--- config.mk ---
export PLATFORM = sky130hd
export DESIGN_NAME = sargantana_icache_ctrl
export DESIGN_NICKNAME = d
export VERILOG_FILES = /design/src/rtl/sargantana_icache_pkg.sv /design/src/rtl/sargantana_icache_victim_sel.sv /design/src/rtl/sargantana_icache_ctrl.sv
export SDC_FILE = /design/constraint.sdc
export NUM_CORES = 1
export LEC_CHECK = 0
export CAP_MARGIN = 20
export CORE_MARGIN = 2
export CORE_UTILIZATION = 36
export CTS_BUF_LIST = sky130_fd_sc_hd__clkbuf_16
export DETAILED_ROUTE_END_ITERATION = 10
export MAX_ROUTING_LAYER = met4
export PLACE_DENSITY_LB_ADDON = 0.25
export SETUP_SLACK_MARGIN = 0.3
export SLEW_MARGIN = 20
export SYNTH_ARGS = -nofsm -noshare
export SYNTH_HDL_FRONTEND = slang
export SYNTH_SLANG_ARGS = --single-unit
--- constraint.sdc ---
create_clock -name clk_i -period 4.25 [get_ports clk_i]
set_input_delay 1.275 -clock clk_i [delete_from_list [all_inputs] [get_ports clk_i]]
set_output_delay 1.275 -clock clk_i [all_outputs]
set_load 0.1 [all_outputs]
--- src/rtl/sargantana_icache_pkg.sv ---
// Shared types and constants for the instruction-cache lookup/miss sequencer.
// Optional perf counters in the top are enabled by defining ICACHE_PERF_CNT_EN.
package sargantana_icache_pkg;

  typedef enum logic [2:0] {
    IDLE      = 3'd0,
    COMPARE   = 3'd1,
    MISS_REQ  = 3'd2,
    MISS_WAIT = 3'd3,
    REPLAY    = 3'd4,
    FLUSH     = 3'd5
  } ictrl_state_t;

  localparam int ICTRL_PERF_CNT_W = 32;

endpackage

--- src/rtl/sargantana_icache_victim_sel.sv ---
// Picks the way to refill: lowest-index invalid way, else the round-robin way.
module sargantana_icache_victim_sel #(
  parameter int N_WAY = 4,
  parameter int PTR_W = $clog2(N_WAY)
) (
  input  logic [N_WAY-1:0] valid_bits,
  input  logic [PTR_W-1:0] rr_ptr,
  output logic [N_WAY-1:0] victim
);

  // Scanning downwards lets the lowest invalid way overwrite any earlier pick.
  always_comb begin
    victim = '0;
    victim[rr_ptr] = 1'b1;
    for (int i = N_WAY - 1; i >= 0; i--) begin
      if (!valid_bits[i]) begin
        victim    = '0;
        victim[i] = 1'b1;
      end
    end
  end

endmodule

--- src/rtl/sargantana_icache_ctrl.sv ---
// Instruction-cache lookup/miss sequencer: array reads, hit/miss decision, line fill, replay, flush.
// Define ICACHE_PERF_CNT_EN to add saturating hit/miss counters.
module sargantana_icache_ctrl
  import sargantana_icache_pkg::*;
#(
  parameter int ICACHE_N_WAY     = 4,
  parameter int ICACHE_IDX_WIDTH = 6
) (
  input  logic                        clk_i,
  input  logic                        rst_i,
  input  logic                        req_valid_i,
  output logic                        req_ready_o,
  input  logic [ICACHE_IDX_WIDTH-1:0] req_idx_i,
  input  logic                        tag_valid_i,
  input  logic                        kill_i,
  input  logic                        flush_i,
  input  logic [ICACHE_N_WAY-1:0]     cline_hit_i,
  output logic                        rd_en_o,
  output logic [ICACHE_IDX_WIDTH-1:0] rd_idx_o,
  output logic                        cmp_enable_q_o,
  output logic [ICACHE_N_WAY-1:0]     way_valid_bits_o,
  output logic                        resp_valid_o,
  output logic                        ifill_req_valid_o,
  input  logic                        ifill_req_ready_i,
  input  logic                        ifill_resp_valid_i,
  output logic [ICACHE_N_WAY-1:0]     wr_en_o,
  output logic [ICACHE_IDX_WIDTH-1:0] wr_idx_o
`ifdef ICACHE_PERF_CNT_EN
  ,
  output logic [ICTRL_PERF_CNT_W-1:0] hit_cnt_o,
  output logic [ICTRL_PERF_CNT_W-1:0] miss_cnt_o
`endif
);

  localparam int PTR_W  = $clog2(ICACHE_N_WAY);
  localparam int N_SETS = 1 << ICACHE_IDX_WIDTH;

  ictrl_state_t                state_q, state_d;
  logic [ICACHE_IDX_WIDTH-1:0] idx_q, idx_d;
  logic [ICACHE_N_WAY-1:0]     valid_q [N_SETS];
  logic [PTR_W-1:0]            rr_q;
  logic                        kill_pend_q, kill_pend_d;
  logic                        flush_pend_q, flush_pend_d;
  logic [ICACHE_N_WAY-1:0]     set_valid;
  logic [ICACHE_N_WAY-1:0]     victim;
  logic                        fill_we;

  assign set_valid = valid_q[idx_q];

  sargantana_icache_victim_sel #(
    .N_WAY (ICACHE_N_WAY),
    .PTR_W (PTR_W)
  ) u_victim_sel (
    .valid_bits (set_valid),
    .rr_ptr     (rr_q),
    .victim     (victim)
  );

  // Outputs are held at zero while reset is asserted, whatever state is still registered.
  always_comb begin
    state_d           = state_q;
    idx_d             = idx_q;
    kill_pend_d       = kill_pend_q;
    flush_pend_d      = flush_pend_q;
    fill_we           = 1'b0;
    req_ready_o       = 1'b0;
    rd_en_o           = 1'b0;
    rd_idx_o          = '0;
    cmp_enable_q_o    = 1'b0;
    way_valid_bits_o  = '0;
    resp_valid_o      = 1'b0;
    ifill_req_valid_o = 1'b0;
    wr_en_o           = '0;
    wr_idx_o          = '0;
    if (!rst_i) begin
      wr_idx_o = idx_q;
      case (state_q)
        IDLE: begin
          req_ready_o = !(flush_i || flush_pend_q);
          if (flush_i || flush_pend_q) begin
            state_d = FLUSH;
          end else if (req_valid_i) begin
            rd_en_o  = 1'b1;
            rd_idx_o = req_idx_i;
            idx_d    = req_idx_i;
            state_d  = COMPARE;
          end
        end
        COMPARE: begin
          cmp_enable_q_o   = 1'b1;
          way_valid_bits_o = set_valid;
          if (kill_i) begin
            state_d = IDLE;
          end else if (flush_i) begin
            state_d = FLUSH;
          end else if (!tag_valid_i) begin
            rd_en_o  = 1'b1;
            rd_idx_o = idx_q;
          end else if (|cline_hit_i) begin
            resp_valid_o = 1'b1;
            state_d      = IDLE;
          end else begin
            state_d = MISS_REQ;
          end
        end
        MISS_REQ: begin
          ifill_req_valid_o = 1'b1;
          if (flush_i) flush_pend_d = 1'b1;
          // Once the fill is accepted its response must still be absorbed, so a kill is deferred.
          if (ifill_req_ready_i) begin
            state_d = MISS_WAIT;
            if (kill_i) kill_pend_d = 1'b1;
          end else if (kill_i) begin
            state_d = IDLE;
          end
        end
        MISS_WAIT: begin
          if (kill_i)  kill_pend_d  = 1'b1;
          if (flush_i) flush_pend_d = 1'b1;
          if (ifill_resp_valid_i) begin
            fill_we     = 1'b1;
            wr_en_o     = victim;
            kill_pend_d = 1'b0;
            if (flush_pend_q || flush_i)     state_d = FLUSH;
            else if (kill_pend_q || kill_i)  state_d = IDLE;
            else                             state_d = REPLAY;
          end
        end
        REPLAY: begin
          if (flush_i) flush_pend_d = 1'b1;
          if (kill_i) begin
            state_d = IDLE;
          end else begin
            rd_en_o  = 1'b1;
            rd_idx_o = idx_q;
            state_d  = COMPARE;
          end
        end
        FLUSH: begin
          flush_pend_d = 1'b0;
          state_d      = IDLE;
        end
        default: state_d = IDLE;
      endcase
    end
  end

  always_ff @(posedge clk_i) begin
    if (rst_i) begin
      state_q      <= IDLE;
      idx_q        <= '0;
      rr_q         <= '0;
      kill_pend_q  <= 1'b0;
      flush_pend_q <= 1'b0;
      for (int s = 0; s < N_SETS; s++) valid_q[s] <= '0;
    end else begin
      state_q      <= state_d;
      idx_q        <= idx_d;
      kill_pend_q  <= kill_pend_d;
      flush_pend_q <= flush_pend_d;
      if (state_q == FLUSH) begin
        for (int s = 0; s < N_SETS; s++) valid_q[s] <= '0;
      end else if (fill_we) begin
        valid_q[idx_q] <= set_valid | victim;
      end
      if (fill_we) rr_q <= rr_q + PTR_W'(1);
    end
  end

`ifdef ICACHE_PERF_CNT_EN
  always_ff @(posedge clk_i) begin
    if (rst_i) begin
      hit_cnt_o  <= '0;
      miss_cnt_o <= '0;
    end else begin
      if (resp_valid_o && (hit_cnt_o != '1)) hit_cnt_o <= hit_cnt_o + 1'b1;
      if ((state_q == COMPARE) && (state_d == MISS_REQ) && (miss_cnt_o != '1))
        miss_cnt_o <= miss_cnt_o + 1'b1;
    end
  end
`endif

endmodule

==> results.toml <==
[pwr]
leakage_nw = 6.07
total_power_mw = 6.90
p_clk_share_pct = 37.1
total_switching_power_mw = 1.85
pwr-share-comb_pct = 16.4
powerDensity_nw_per_um2 = 444
power.internal_mw = 5.04
swShare_pct = 26.9
pwr-share-seq_pct = 46.5
vdd_drop_max_mv = 0.295

[final_layout]
drive_above_1_share_pct = 23.9
area_delta_synth_final_pct = 22.5
final_area_um2 = 15500
diodes = 0
nets = 1083

[logic_synthesis]
synthesis.nets = 1013
synth_edf_count = 256
synth.top_cells.by_area = "edfxtp_1, mux4_2, nor2_1, nand2_1, dfxtp_1"
synth-seq-cells = 275
ys_types = 50
syn-cell-area_um2 = 12700
ys_dominant_reg_cell = "edfxtp_1"
syn_inst = 991
syn_area_per_cell_um2 = 12.8
ys_seq_area_share_pct = 63.7
synth.largest_area_cell = "edfxtp_1"
synth_top_area_share_pct = 60.7
async_flop_share_pct = 0
ys_warn_count = 0

[drt]
drt-initial-drc-count = 787
firstDrtPassIters = 4
wl_per_cell_um = 20.4
routed_wl_um = 31400
vias_per_cell = 5.17
ant_nets = 0
route.vias.total = 7956
route.detailed.drc = 0

[placement]
dp_hpwl_um = 21000
port_buffers = 42
gp_congestion = 0.812
post_dp_cell_area_um2 = 14300
dp_slack_ns = 0.0859

[run]
cap_violations = 0

[global_routing]
grt_pass1_wl_um = 48700
grt-ovfl-total = 0
grt_usage_pct = 18.2
antenna_found_initial = 0
grt_pass1_vias = 8106
grt_max_degree = 65

[floorplan]
die_area_um2 = 36700
core_area_um2 = 34600
die_w_um = 192
io-pin-count = 43
initial_utilization_pct = 36.6
fp-row-count = 68
die_h_um = 192

[worst_setup_path]
crit_arrival_ns = 3.18
cp-start-kind = "flip-flop"
endpoint_kind = "output port"
path_max_fanout = 11
r2r_cells = 10
crit_type = "flip-flop to output port"
cp.required_ns = 2.97

[outcome]
status = "complete, but fails checks"
violations = "negative setup slack"

[clock_network]
cts_root_buf = "clkbuf_16"
numCtsBuffers = 29
insertion_delay_ns = 0.54
cts_max_level = 1
cts_buffer_depth = 3
clkTransAtPathRegs_ns = 0.07
cts.sink_count = 275
cts_hold_buf = 0
cts_tree = "done"

[sta]
period_minus_slack_ns = 4.46
clock_skew_ns = 0.0182
whs_ns = 0.500
worst_slew_pin_slew_ns = 0.770
fin_crit_sh_pct = 105
finalHoldViolations = 0
setup_viol = 7
timing.final.ws_setup_ns = -0.206
max_slew_margin_pct = 48.6
rsz0062_at_grt = "true"
max_freq_mhz = 224
finalMaxSlewViolations = 0

[hold_path]
hold_path.class = "flip-flop to flip-flop"
hold_depth = 2
-- sequential cells by signal (all words and copies together), names as in the netlist, named ones only --
name          cells
flush_pend_q      1
idx_q             6
kill_pend_q       1
rr_q              2
state_q           3
valid_q         256
-- cell usage after synthesis, types with 6 or more instances --
| cell type | instances |
|---|---|
| buf_2 | 17 |
| mux2i_1 | 16 |
| dfxtp_1 | 19 |
| edfxtp_1 | 256 |
| nand2_1 | 162 |
| buf_4 | 11 |
| buf_6 | 9 |
| nand2b_1 | 6 |
| inv_1 | 73 |
| nor2_1 | 215 |
| mux4_2 | 71 |
| nor2b_1 | 9 |
| nor3b_1 | 6 |
| a21oi_1 | 24 |
| nor3_1 | 11 |
| clkbuf_1 | 21 |
-- path summary, 6_finish.rpt --
kind                                start              to  slack [ns]
worst max-delay path            flip-flop      wr_en_o[3]       -0.21
worst min-delay path              rr_q[1]         rr_q[1]        0.50
worst max register to register  flip-flop  valid_q[58][1]        0.83
worst min register to register    rr_q[1]         rr_q[1]        0.50
-- power groups by stage --
stage / clock, mW / sequential (mW) / combinational (mW)
after floorplan: 0 / 3.20 / 0.766
after global placement: 0 / 3.26 / 1.08
after CTS: 2.60 / 3.20 / 1.13
final: 2.56 / 3.20 / 1.13
after detailed placement: 0 / 3.26 / 1.08
after global routing: 2.71 / 3.22 / 1.20
-- final cells by class --
cell class / count / area (um2)
fill: 3027 / 19100
tap: 455 / 569
clock buffer: 33 / 826
timing repair buffer: 99 / 1270
multi-input combinational: 583 / 4350
sequential: 275 / 8080
inverter: 73 / 278
clock inverter: 20 / 150
-- cells by family (layout without fill, tap and decap cells) --
kind of cell	after synthesis	in the layout	synth area share, %
AO/OA/AOI/OAI	53	53	2.70
AND/OR/NAND/NOR	438	438	14.3
adder cells (fa/ha/maj)	4	4	0.395
flip-flops	275	275	63.7
buffers and inverters	133	225	4.97
multiplexers	87	87	13.9
XOR/XNOR	1	1	0.0691
-- per-stage QoR --
| stage | util, % | TNS, ns | cells |
|---|---|---|---|
| 5_1_grt | 44.8 | -1.77 | 1538 |
| 6_report | 44.8 | -1.00 | 1538 |
| 2_1_floorplan | - | -0.360 | 991 |
| 3_5_place_dp | 41.3 | 0 | 1475 |
| 4_1_cts | 44.6 | -1.13 | 1534 |
| 3_3_place_gp | 41.2 | 0 | 1475 |
-- routing by layer --
layer	GRT usage, %	share of wire [%]	vias to the layer above
met5	-	0	-
met4	5.15	2.7	0
met3	2.69	6.1	60
met2	28.1	47	262
met1	25.1	44	3979
li1	-	-	3655
-- layout by cell type, fill, tap and decap left out, types with 12 or more instances in the layout --
master	instances
mux4_2	71
clkdlybuf4s50_1	13
inv_1	75
clkbuf_16	33
mux2i_1	12
edfxtp_1	256
buf_4	38
a21oi_1	15
nor2_1	210
buf_12	37
nand2_1	160
dfxtp_1	16
-- what timing repair did --
| action | in CTS | in global routing |
|---|---|---|
| gates resized for setup | 31 | 6 |
| pin swaps | 7 | 4 |
| endpoints found under the setup margin | 17 | 13 |
| buffers inserted | 6 | 4 |
-- worst max-delay path, cell delays in order, from the launching register on --
cell	delay, ns
dfxtp_4	0.40
buf_12	0.16
buf_12	0.12
mux4_2	0.48
mux4_2	0.47
nand2b_4	0.14
o211ai_1	0.13
o21ai_4	0.16
nor2b_4	0.16
nor3_4	0.21
buf_12	0.20
No activity file was read; power rests on OpenSTA's default activity.
